$ cat src/rtl/mem_arbiter.sv
// Round-robin arbiter sharing one line-granular main memory between the
// instruction cache (port 0) and the data cache (port 1).
module mem_arbiter #(
  parameter int LINE_ADDR_LEN = 3,
  parameter int ADDR_LEN      = 9
) (
  input  logic                                   i_clk,
  input  logic                                   i_rst_n,
  input  logic [ADDR_LEN-1:0]                    i_p0_addr,
  input  logic                                   i_p0_rd_req,
  input  logic                                   i_p0_wr_req,
  input  logic [(2**LINE_ADDR_LEN)-1:0][31:0]    i_p0_wr_line,
  output logic [(2**LINE_ADDR_LEN)-1:0][31:0]    o_p0_rd_line,
  output logic                                   o_p0_gnt,
  input  logic [ADDR_LEN-1:0]                    i_p1_addr,
  input  logic                                   i_p1_rd_req,
  input  logic                                   i_p1_wr_req,
  input  logic [(2**LINE_ADDR_LEN)-1:0][31:0]    i_p1_wr_line,
  output logic [(2**LINE_ADDR_LEN)-1:0][31:0]    o_p1_rd_line,
  output logic                                   o_p1_gnt,
  output logic [ADDR_LEN-1:0]                    o_mem_addr,
  output logic                                   o_mem_rd_req,
  output logic                                   o_mem_wr_req,
  output logic [(2**LINE_ADDR_LEN)-1:0][31:0]    o_mem_wr_line,
  input  logic [(2**LINE_ADDR_LEN)-1:0][31:0]    i_mem_rd_line,
  input  logic                                   i_mem_gnt
);

  localparam int WORDS = 2**LINE_ADDR_LEN;

  typedef enum logic [1:0] {S_IDLE, S_BUSY, S_DONE} state_t;

  state_t                  r_state, w_state_next;
  logic                    r_owner, w_owner_next;
  logic                    r_op_wr, w_op_wr_next;
  logic                    r_last_owner, w_last_owner_next;
  logic [ADDR_LEN-1:0]     r_addr, w_addr_next;
  logic [WORDS-1:0][31:0]  r_wr_line, w_wr_line_next;
  logic                    r_mem_rd_req, w_mem_rd_req_next;
  logic                    r_mem_wr_req, w_mem_wr_req_next;
  logic                    r_p0_gnt, w_p0_gnt_next;
  logic                    r_p1_gnt, w_p1_gnt_next;

  logic w_p0_req;
  logic w_p1_req;
  logic w_winner;
  logic w_winner_wr;

  assign w_p0_req = i_p0_rd_req | i_p0_wr_req;
  assign w_p1_req = i_p1_rd_req | i_p1_wr_req;
  // Port 1 wins when it is alone, or on a tie when port 0 was served last.
  assign w_winner    = w_p1_req & (~w_p0_req | ~r_last_owner);
  assign w_winner_wr = w_winner ? i_p1_wr_req : i_p0_wr_req;

  always_ff @(posedge i_clk or negedge i_rst_n) begin
    if (!i_rst_n) begin
      r_state      <= S_IDLE;
      r_owner      <= 1'b0;
      r_op_wr      <= 1'b0;
      r_last_owner <= 1'b1;
      r_addr       <= '0;
      r_wr_line    <= '0;
      r_mem_rd_req <= 1'b0;
      r_mem_wr_req <= 1'b0;
      r_p0_gnt     <= 1'b0;
      r_p1_gnt     <= 1'b0;
    end else begin
      r_state      <= w_state_next;
      r_owner      <= w_owner_next;
      r_op_wr      <= w_op_wr_next;
      r_last_owner <= w_last_owner_next;
      r_addr       <= w_addr_next;
      r_wr_line    <= w_wr_line_next;
      r_mem_rd_req <= w_mem_rd_req_next;
      r_mem_wr_req <= w_mem_wr_req_next;
      r_p0_gnt     <= w_p0_gnt_next;
      r_p1_gnt     <= w_p1_gnt_next;
    end
  end

  always_comb begin
    w_state_next      = r_state;
    w_owner_next      = r_owner;
    w_op_wr_next      = r_op_wr;
    w_last_owner_next = r_last_owner;
    w_addr_next       = r_addr;
    w_wr_line_next    = r_wr_line;
    w_mem_rd_req_next = r_mem_rd_req;
    w_mem_wr_req_next = r_mem_wr_req;
    w_p0_gnt_next     = 1'b0;
    w_p1_gnt_next     = 1'b0;
    case (r_state)
      S_IDLE: begin
        if (w_p0_req | w_p1_req) begin
          w_state_next      = S_BUSY;
          w_owner_next      = w_winner;
          w_op_wr_next      = w_winner_wr;
          w_last_owner_next = w_winner;
          w_addr_next       = w_winner ? i_p1_addr : i_p0_addr;
          w_wr_line_next    = w_winner ? i_p1_wr_line : i_p0_wr_line;
          w_mem_rd_req_next = ~w_winner_wr;
          w_mem_wr_req_next = w_winner_wr;
        end
      end
      S_BUSY: begin
        if (i_mem_gnt) begin
          w_state_next      = S_DONE;
          w_mem_rd_req_next = 1'b0;
          w_mem_wr_req_next = 1'b0;
          w_p0_gnt_next     = ~r_owner;
          w_p1_gnt_next     = r_owner;
        end
      end
      // Requests stay low for this cycle so main_mem restarts its delay count.
      S_DONE: begin
        w_state_next = S_IDLE;
      end
      default: begin
        w_state_next = S_IDLE;
      end
    endcase
  end

  assign o_mem_addr    = r_addr;
  assign o_mem_wr_line = r_wr_line;
  assign o_mem_rd_req  = r_mem_rd_req;
  assign o_mem_wr_req  = r_mem_wr_req;
  assign o_p0_gnt      = r_p0_gnt;
  assign o_p1_gnt      = r_p1_gnt;
  assign o_p0_rd_line  = i_mem_rd_line;
  assign o_p1_rd_line  = i_mem_rd_line;

endmodule
$ cat config.mk
export PLATFORM = sky130hd
export DESIGN_NAME = mem_arbiter
export DESIGN_NICKNAME = d
export VERILOG_FILES = /design/src/rtl/mem_arbiter.sv
export SDC_FILE = /design/constraint.sdc
export NUM_CORES = 1
export LEC_CHECK = 0
export ABC_AREA = 1
export BUFFER_PORTS_ARGS = -buffer_cell sky130_fd_sc_hd__buf_2
export CELL_PAD_IN_SITES_DETAIL_PLACEMENT = 1
export CELL_PAD_IN_SITES_GLOBAL_PLACEMENT = 1
export CORE_AREA = 2 2 609 611
export CTS_BUF_LIST = sky130_fd_sc_hd__clkbuf_8
export DETAILED_ROUTE_END_ITERATION = 6
export DIE_AREA = 0 0 611 613
export PLACE_DENSITY_LB_ADDON = 0.08
export SYNTH_ARGS = -nofsm -noshare
export SYNTH_HDL_FRONTEND = slang
export SYNTH_SLANG_ARGS = --single-unit
export TNS_END_PERCENT = 5
$ cat constraint.sdc
create_clock -name i_clk -period 2.6 [get_ports i_clk]
set_input_delay 0.13 -clock i_clk [delete_from_list [all_inputs] [get_ports i_clk]]
set_output_delay 0.13 -clock i_clk [all_outputs]
set_load 0.01 [all_outputs]
==> results.yml <==
route:
  antenna_left: 0
  drt_first_pass_iters: 4
  wl_per_cell_um: 19.7
  vias: 21100
  wirelength_mm: 172
  via_per_inst: 2.42
  drc: 0
  drt_iter0_drc: 581
placed_design:
  dp_slack_ps: 588
  placed_cell_area_mm2: 0.0242
  routabilityCongestion: 0.681
  dp_hpwl_mm: 138
  port-buffer-count: 805
yosys:
  synth_area_leaders: "dfrtp_1 38%, buf_4 22%, nand2_1 18%"
  syn_nets: 3318
  synth_seq_cells: 273
  ys_seq_area_frac: 0.384
  synthCells: 2525
  syn-cell-area_mm2: 0.0178
  synth_cell_types: 19
  synth_top_cell_area_share: 0.382
  postSynthAreaPerCell_um2: 7.05
  yosys_warnings: 0
  synth_top_area_cell: "dfrtp_1"
timing:
  fin_skew_ps: 50.8
  rsz0062_at_grt: "yes"
  fin_crit_sh: 0.938
  slew_headroom: 0.607
  worst_slack_ps: 162
  setup_violations: 0
  worst_slew_pin_slew_ps: 590
  finalHoldViolCount: 0
  timing.fmax_mhz: 410
  period_needed_ps: 2440
  slew_violations: 0
  fin_hold_ws_ps: 119
critical_path:
  timing.rr.start: "r_last_owner$_DFFE_PN1P_"
  rrSetupSlack_ps: 160
  reg2reg_depth: 8
  crit_family: "buffers and inverters"
  critical_path.slowest_cell: "dfstp_2"
  cp_num_buf_inv: 3
  cp.required_ps: 3330
  crit_type: "flip-flop to flip-flop"
  path_max_fanout: 62
  rr_endpoint: "o_mem_wr_line[171]$_DFFE_PN0P_"
  critPathCaptureType: "flip-flop"
  path_cells: "o21ai_4, nand2_8, buf_16, buf_16, nand2_1, nand2_1, o21ai_1, dlygate4sd3_1"
  arrival_ps: 3170
  cp-start-kind: "flip-flop"
  slowest_delay_ps: 620
clocking:
  cts_buffers: 88
  post_cts_buffers: 0
  clockBufferDepth: 4
  clk_latency_ps: 880
  clockRootBuffer: "clkbuf_8"
  cts_sinks: 273
  cts_tree: "built"
  clkTransAtPathRegs_ps: 60
  cts_htree_levels: 3
floorplan:
  die_h_um: 613
  rows: 223
  ioPinCount: 1574
  start_util: 0.0484
  chipWidth_um: 611
  die_area_mm2: 0.375
  core_area_mm2: 0.368
power:
  powerDensity_mw_per_mm2: 941
  ir_drop_mv: 0.534
  total_power_w: 0.0335
  p_leak_nw: 16.4
grt:
  antenna_found_initial: 59
  overflow: 0
  track_usage: 0.0888
  grt_pass1_vias: 23700
  grt_max_degree: 63
  grt_pass1_wl_mm: 224
job:
  max-cap-violations: 0
outcome:
  outcome: "finished, final reports clean"
min_path:
  hp-class: "primary input to async pin"
layout:
  design_area_mm2: 0.0356
  drive_gt1_frac: 0.257
  nNetsFinal: 4607
  areaGrowthSynthToFinish_pct: 100
[cells in the final DEF (no fill, tap or decap), drive strengths merged]
master and n:
bufinv 1, dfstp 1, clkbuf 108, o21ai 238
diode 15, nor2 242, nand3 31, o31ai 1
nand2 866, dlygate4sd3 959, buf 871, a21oi 1
inv 273, dfrtp 272, clkinv 5
[cell families after synthesis]
family,share of synthesized area
DFF,0.384
AOI/OAI and AO/OA,0.0683
buffers and inverters,0.305
and+or+nand+nor,0.243
[synth_stat cells (all sizes together)]
library cell    n
dfstp           1
buf           609
clkbuf         22
nand2         866
nand3          31
nor2          242
a21oi           1
o21ai         238
inv           242
dfrtp         272
o31ai           1
[per-stage QoR]
stage	TNS, ps	utilization	std cells
after floorplan	0	-	2525
after global placement	0	0.0659	7601
after detailed placement	0	0.0659	7601
after CTS	0	0.0966	8706
after global routing	-7.93	0.0967	8712
final	0	0.0968	8721
[final cells by class]
cell class	instances	area, um^2
inverter	242	921
multi-input combinational	1379	5570
tap	4837	6050
clock inverter	37	183
fill	44100	332000
sequential	273	6830
timing repair buffer	1830	14500
antenna	15	37.5
clock buffer	108	1490
[metal layers]
metal | wire, um | global-route usage
met1 | 54600 | 0.0798
met2 | 86100 | 0.158
met3 | 21200 | 0.0499
met4 | 9410 | 0.0442
met5 | 556 | 0.0116
[worst max-delay path by stage]
stage                                        start                             end  cells past startpoint
final                     r_last_owner$_DFFE_PN1P_  o_mem_wr_line[171]$_DFFE_PN0P_                      8
after detailed placement    r_state[1]$_DFFE_PN0P_  o_mem_wr_line[175]$_DFFE_PN0P_                      7
after CTS                   r_state[1]$_DFFE_PN0P_  o_mem_wr_line[170]$_DFFE_PN0P_                      8
after global routing      r_last_owner$_DFFE_PN1P_  o_mem_wr_line[171]$_DFFE_PN0P_                      8
after global placement      r_state[1]$_DFFE_PN0P_  o_mem_wr_line[218]$_DFFE_PN0P_                      7
after floorplan           r_last_owner$_DFFE_PN1P_        o_mem_rd_req$_DFFE_PN0P_                      7
[power breakdown]
group          total (W)  switching (W)  internal, W
logic             0.0188         0.0103      0.00844
registers        0.00779        0.00133      0.00646
clock network    0.00693        0.00316      0.00378
[registers in the layout (all words and copies together), names as in the netlist]
register / cells
r_state: 2
r_owner: 1
r_last_owner: 1
o_mem_wr_req: 1
o_mem_wr_line: 256
o_p0_gnt: 1
o_p1_gnt: 1
o_mem_addr: 9
o_mem_rd_req: 1
[what timing repair did]
action                                  CTS  global route
endpoints found under the setup margin    0            36
hold buffers                            960             0
resized for setup                         0             4
endpoints found under the hold margin   546             0
[worst reg2reg max path, cell delays in order (launching register included)]
cell and delay, ps:
dfstp_2 620, o21ai_4 110, nand2_8 180, buf_16 210
buf_16 350, nand2_1 140, nand2_1 90, o21ai_1 50
dlygate4sd3_1 550
No activity file was read; power rests on OpenSTA's default activity.
